[config.mk]
export PLATFORM = sky130hd
export DESIGN_NAME = add8_seq_arbiter
export DESIGN_NICKNAME = d
export VERILOG_FILES = /design/src/rtl/add8_seq_arbiter.sv
export SDC_FILE = /design/constraint.sdc
export NUM_CORES = 1
export LEC_CHECK = 0
export BUFFER_PORTS_ARGS = -buffer_cell sky130_fd_sc_hd__buf_4
export CORE_MARGIN = 8
export CORE_UTILIZATION = 45
export DETAILED_ROUTE_END_ITERATION = 16
export PLACE_DENSITY = 0.73
export SYNTH_ARGS = -nofsm -noshare
export SYNTH_HDL_FRONTEND = slang
export SYNTH_SLANG_ARGS = --single-unit
[constraint.sdc]
create_clock -name clk -period 9.8 [get_ports clk]
set_input_delay 0 -clock clk [delete_from_list [all_inputs] [get_ports clk]]
set_output_delay 0 -clock clk [all_outputs]
set_load 0.05 [all_outputs]
[src/rtl/add8_seq_arbiter.sv]
// add8_seq_arbiter
//   Shares a single 8-bit ripple adder (Add8) between two requesters and
//   performs NBYTES-wide additions through it one byte per cycle. The carry
//   between bytes is held in a register.
//
// Optional feature macro: ADD8_SEQ_SUB_EN
//   Defined:   reqN_op = 1 selects A - B. Each B byte is inverted and the
//              initial carry is 1.
//   Undefined: reqN_op is ignored and every operation is A + B.
//
// Ports
//   clk, rst_n                 clock, asynchronous active-low reset
//   reqN_valid / reqN_ready    request handshake for requester N (0 or 1)
//   reqN_a, reqN_b             operands, W = 8*NBYTES bits
//   reqN_op                    0 = add, 1 = subtract (only with ADD8_SEQ_SUB_EN)
//   rsp_valid / rsp_ready      response handshake
//   rsp_id                     requester that owns the result
//   rsp_sum, rsp_cout          result and final carry out
//   busy                       high while calculating or holding a response

// Add8: plain 8-bit ripple-carry adder
//   i_a, i_b   operand bytes
//   i_cin      carry in
//   o_sum      sum byte
//   o_cout     carry out of bit 7
module Add8 (
  input  logic [7:0] i_a,
  input  logic [7:0] i_b,
  input  logic       i_cin,
  output logic [7:0] o_sum,
  output logic       o_cout
);

  logic w_carry;

  // Ripple the carry bit by bit. A single variable is used for the running
  // carry so that no combinational feedback appears between processes.
  always_comb begin
    w_carry = i_cin;
    o_sum   = '0;
    for (int k = 0; k < 8; k++) begin
      o_sum[k] = i_a[k] ^ i_b[k] ^ w_carry;
      w_carry  = (i_a[k] & i_b[k]) | (w_carry & (i_a[k] ^ i_b[k]));
    end
    o_cout = w_carry;
  end

endmodule

module add8_seq_arbiter #(
  parameter int NBYTES = 4
) (
  input  logic                clk,
  input  logic                rst_n,
  input  logic                req0_valid,
  output logic                req0_ready,
  input  logic [8*NBYTES-1:0] req0_a,
  input  logic [8*NBYTES-1:0] req0_b,
  input  logic                req0_op,
  input  logic                req1_valid,
  output logic                req1_ready,
  input  logic [8*NBYTES-1:0] req1_a,
  input  logic [8*NBYTES-1:0] req1_b,
  input  logic                req1_op,
  output logic                rsp_valid,
  input  logic                rsp_ready,
  output logic                rsp_id,
  output logic [8*NBYTES-1:0] rsp_sum,
  output logic                rsp_cout,
  output logic                busy
);

  localparam int W    = 8 * NBYTES;
  localparam int IDXW = (NBYTES > 1) ? $clog2(NBYTES) : 1;
  localparam logic [IDXW-1:0] LAST_IDX = IDXW'(NBYTES - 1);

  typedef enum logic [1:0] {IDLE, CALC, RESP} state_t;

  state_t          r_state;
  state_t          w_nextState;
  logic            r_ptr;
  logic [W-1:0]    r_a;
  logic [W-1:0]    r_b;
  logic [IDXW-1:0] r_byteIdx;
  logic            r_carry;
  logic [W-1:0]    r_sum;
  logic            r_cout;
  logic            r_id;

  logic            w_grantId;
  logic            w_anyValid;
  logic            w_handshake;
  logic [W-1:0]    w_selA;
  logic [W-1:0]    w_selB;
  logic            w_selOp;
  logic [7:0]      w_bByte;
  logic [7:0]      w_sumByte;
  logic            w_coutByte;

  // With both requesters valid the priority pointer decides. Otherwise the
  // single valid requester wins. With neither valid the grant is a don't-care,
  // because the ready outputs also require w_anyValid.
  always_comb begin
    w_anyValid = req0_valid | req1_valid;
    if (req0_valid && req1_valid) w_grantId = r_ptr;
    else                          w_grantId = req1_valid;
  end

  assign w_handshake = (req0_valid & req0_ready) | (req1_valid & req1_ready);
  assign w_selA      = w_grantId ? req1_a : req0_a;
  assign w_selB      = w_grantId ? req1_b : req0_b;

`ifdef ADD8_SEQ_SUB_EN
  logic r_op;

  assign w_selOp = w_grantId ? req1_op : req0_op;
  assign w_bByte = r_op ? ~r_b[7:0] : r_b[7:0];

  // The op bit is held only to steer the B inversion during CALC.
  always_ff @(posedge clk or negedge rst_n) begin
    if (!rst_n)           r_op <= 1'b0;
    else if (w_handshake) r_op <= w_selOp;
  end
`else
  logic w_unusedOp;

  assign w_selOp    = 1'b0;
  assign w_bByte    = r_b[7:0];
  assign w_unusedOp = req0_op ^ req1_op;
`endif

  // The operand registers shift right by one byte per CALC cycle, so the
  // current byte is always the low byte.
  Add8 u_add8 (
    .i_a    (r_a[7:0]),
    .i_b    (w_bByte),
    .i_cin  (r_carry),
    .o_sum  (w_sumByte),
    .o_cout (w_coutByte)
  );

  always_ff @(posedge clk or negedge rst_n) begin
    if (!rst_n) r_state <= IDLE;
    else        r_state <= w_nextState;
  end

  always_comb begin
    w_nextState = r_state;
    case (r_state)
      IDLE:    if (w_handshake) w_nextState = CALC;
      CALC:    if (r_byteIdx == LAST_IDX) w_nextState = RESP;
      RESP:    if (rsp_ready) w_nextState = IDLE;
      default: w_nextState = IDLE;
    endcase
  end

  // The ready outputs are gated by rst_n so that they drop as soon as reset
  // is asserted, not at the next clock edge.
  always_comb begin
    rsp_valid  = (r_state == RESP);
    busy       = (r_state != IDLE);
    req0_ready = (r_state == IDLE) && rst_n && w_anyValid && !w_grantId;
    req1_ready = (r_state == IDLE) && rst_n && w_anyValid &&  w_grantId;
  end

  // A handshake latches the request and advances the pointer past the winner.
  // Each CALC cycle writes one result byte. The final carry is captured only
  // on the last byte.
  always_ff @(posedge clk or negedge rst_n) begin
    if (!rst_n) begin
      r_ptr     <= 1'b0;
      r_a       <= '0;
      r_b       <= '0;
      r_byteIdx <= '0;
      r_carry   <= 1'b0;
      r_sum     <= '0;
      r_cout    <= 1'b0;
      r_id      <= 1'b0;
    end else if (w_handshake) begin
      r_a       <= w_selA;
      r_b       <= w_selB;
      r_byteIdx <= '0;
      r_carry   <= w_selOp;
      r_id      <= w_grantId;
      r_ptr     <= ~w_grantId;
    end else if (r_state == CALC) begin
      r_a                         <= r_a >> 8;
      r_b                         <= r_b >> 8;
      r_sum[{r_byteIdx, 3'b000} +: 8] <= w_sumByte;
      r_carry                     <= w_coutByte;
      r_byteIdx                   <= r_byteIdx + 1'b1;
      if (r_byteIdx == LAST_IDX) r_cout <= w_coutByte;
    end
  end

  assign rsp_sum  = r_sum;
  assign rsp_cout = r_cout;
  assign rsp_id   = r_id;

endmodule

==> flow_summary.ini <==
[global_routing]
grt_use_met1_pct = 25.8
grt_max_degree = 73
grt_pass1_wl_um = 25200
antenna_found_initial = 0
grt_overflow_total = 0
grt_pass1_vias = 4974
grt_busiest_layer = met2
grt_usage_pct = 20.8
grt_use_met2_pct = 35.6
grtUsageMet3_pct = 4.98

[critical_path]
crit_fanout = 4
critical_path_class = register to register
critPathArrivalTime_ps = 4140
cp_data_required_time_ps = 10010
endpoint_kind = register
rrSetupSlack_ps = 5870
cp-start-kind = register

[timing]
setup_viol = 0
fin_crit_ps = 3930
worstMarginPinSlew_ps = 1190
final_max_slew_viol_count = 0
timing.final.crit_share_pct = 40.1
relSlewSlack_pct = 20.4
fin_skew_ps = 10.8
rsz0062_at_grt = no
max_freq_mhz = 255
finalHoldViolations = 0
tns_ps = 0

[job]
drv_cap = 0

[synthesis]
synth_top_area_share_pct = 50.5
yosysSeqAreaShare_pct = 50.5
synth_area_leaders = dfrtp_1 50%, mux2i_1 12%, o21ai_0 6.0%, nand2_1 3.9%, fa_1 3.1%
synth_cells = 500
yosys_warnings = 0
yosys.cell_types.count = 35
synth_area_um2 = 5150
yosysTopAreaCell = dfrtp_1
syn_nets = 649
ys_ff_latch = 104
syn_area_per_cell_um2 = 10.3

[pwr]
leakage_nw = 3.58
ir_drop_v = 0.000237
pwr_density_cell_nw_per_um2 = 302
p_total_mw = 2.27

[final_layout]
fin_util_pct = 66.3
final_cell_mix = 174 x buf_4, 104 x dfrtp_1, 75 x dlygate4sd3_1, 62 x o21ai_0, 60 x mux2i_1
stdcell_area_um2 = 7510
syn_to_final_growth_pct = 45.7
final_nets = 873
diodes = 0
fin_cells = 871
layout_commonest_cell = buf_4
drive_gt1_share_pct = 28.3

[clocking]
clock_path_buffers = 2
cts.sinks = 104
cts_root_buf = clkbuf_16
cts_hold_buf = 75
cts_tree = built
post-cts-setup-buffers = 0
cts_buffers = 9
htreeDepth = 3
clkTransAtPathRegs_ps = 80
post_cts_resized = 0
clk_latency_ps = 340

[place]
place_congestion = 0.799
port_buffers = 170
hpwl_um = 10800
dp_cells = 781
placed_area_um2 = 6480

[routing]
detail-route-antenna-nets = 0
vias_per_cell = 5.47
firstDrtPassIters = 4
routedWlPerCell_um = 17.8
drt-initial-drc-count = 377
vias = 4761
routed_wirelength_um = 15500
drc = 0

[worst_hold_path]
hold_path_class = input port to register

[floorplanning]
start_util_pct = 45.5
coreArea_um2 = 11300
die_w_um = 123
io_pins = 173
dieArea_um2 = 15100
fp.dieH_um = 123
rows = 39

[run_status]
status = finished, final reports clean
path summary, 6_finish.rpt:
path	startpoint	to	cells after the start
setup / recovery	r_a[0]$_DFFE_PN0P_	rsp_sum[7]$_DFFE_PN0P_	12
hold / removal	req0_b[18]	r_b[18]$_DFFE_PN0P_	3
max in group asynchronous	rst_n	r_a[5]$_DFFE_PN0P_	3
min in group asynchronous	rst_n	rsp_sum[19]$_DFFE_PN0P_	2
hold reg to reg	rsp_id$_DFFE_PN0N_	rsp_id$_DFFE_PN0N_	1
setup reg to reg	r_a[0]$_DFFE_PN0P_	rsp_sum[7]$_DFFE_PN0P_	12
worst max-delay path, stage by stage (launching register included):
cell and delay (ps):
dfrtp_1 360, inv_1 80, fa_1 440, fa_1 400, fa_1 390, fa_1 390
fa_1 390, fa_1 370, inv_1 70, fa_1 180, fa_1 440, inv_1 170
o21ai_0 120
per-stage QoR:
| step | hold slack [ps] | setup slack (ps) |
|---|---|---|
| 2_1_floorplan | -296 | 6170 |
| 5_1_grt | 16.3 | 5710 |
| 6_report | 2.32 | 5870 |
| 4_1_cts | 0.0797 | 5920 |
| 3_5_place_dp | -33.9 | 5920 |
| 3_3_place_gp | -45.3 | 6000 |
area by class of cell:
type,instances,area (µm²)
fillers,881,3810
inverters,20,75.1
flip-flops and latches,104,2600
repair buffers,249,2060
clock inverters,6,55.1
multi-input cells,340,2310
clock buffers,9,225
well taps,143,179
cells by family (layout without fill, tap and decap cells):
group | count (synthesis) | in the layout | share of synthesized area, %
compound gates | 152 | 152 | 18.7
simple gates | 113 | 113 | 9.64
flops | 104 | 104 | 50.5
mux | 61 | 61 | 11.9
buf+inv | 56 | 284 | 4.76
fa+ha+maj | 14 | 14 | 4.56
routing by layer:
layer  wire, µm  vias to the layer above
met4        227                        0
met3       1190                       17
met1       6430                     2313
met5          0                        -
li1           -                     2234
met2       7700                      197
power breakdown:
part	internal, mW	switching, mW	leakage (nW)
Clock	0.175	0.163	0.132
Combinational	0.437	0.727	2.12
Sequential	0.618	0.145	1.32
sequential cells by signal, indices dropped and copies added (netlist names):
register and cells:
r_byteIdx 2, r_ptr 1, r_b 32, r_state 2
r_a 32, rsp_sum 32, r_carry 1, rsp_cout 1
rsp_id 1
synthesized netlist by cell type (all sizes together):
cell type	instances
mux2	1
nand3	17
o31ai	2
or3	2
a21oi	4
fa	8
mux2i	60
nand2	56
o221ai	8
a22oi	19
o21a	1
o21ai	71
nor2b	1
nand2b	4
o22ai	21
a211oi	21
a21o	1
nand4	1
buf	16
inv	20
or4	1
and2	1
clkbuf	20
or2	2
ha	6
nor2	28
a31oi	4
dfrtp	104
No activity file was read; power rests on OpenSTA's default activity.
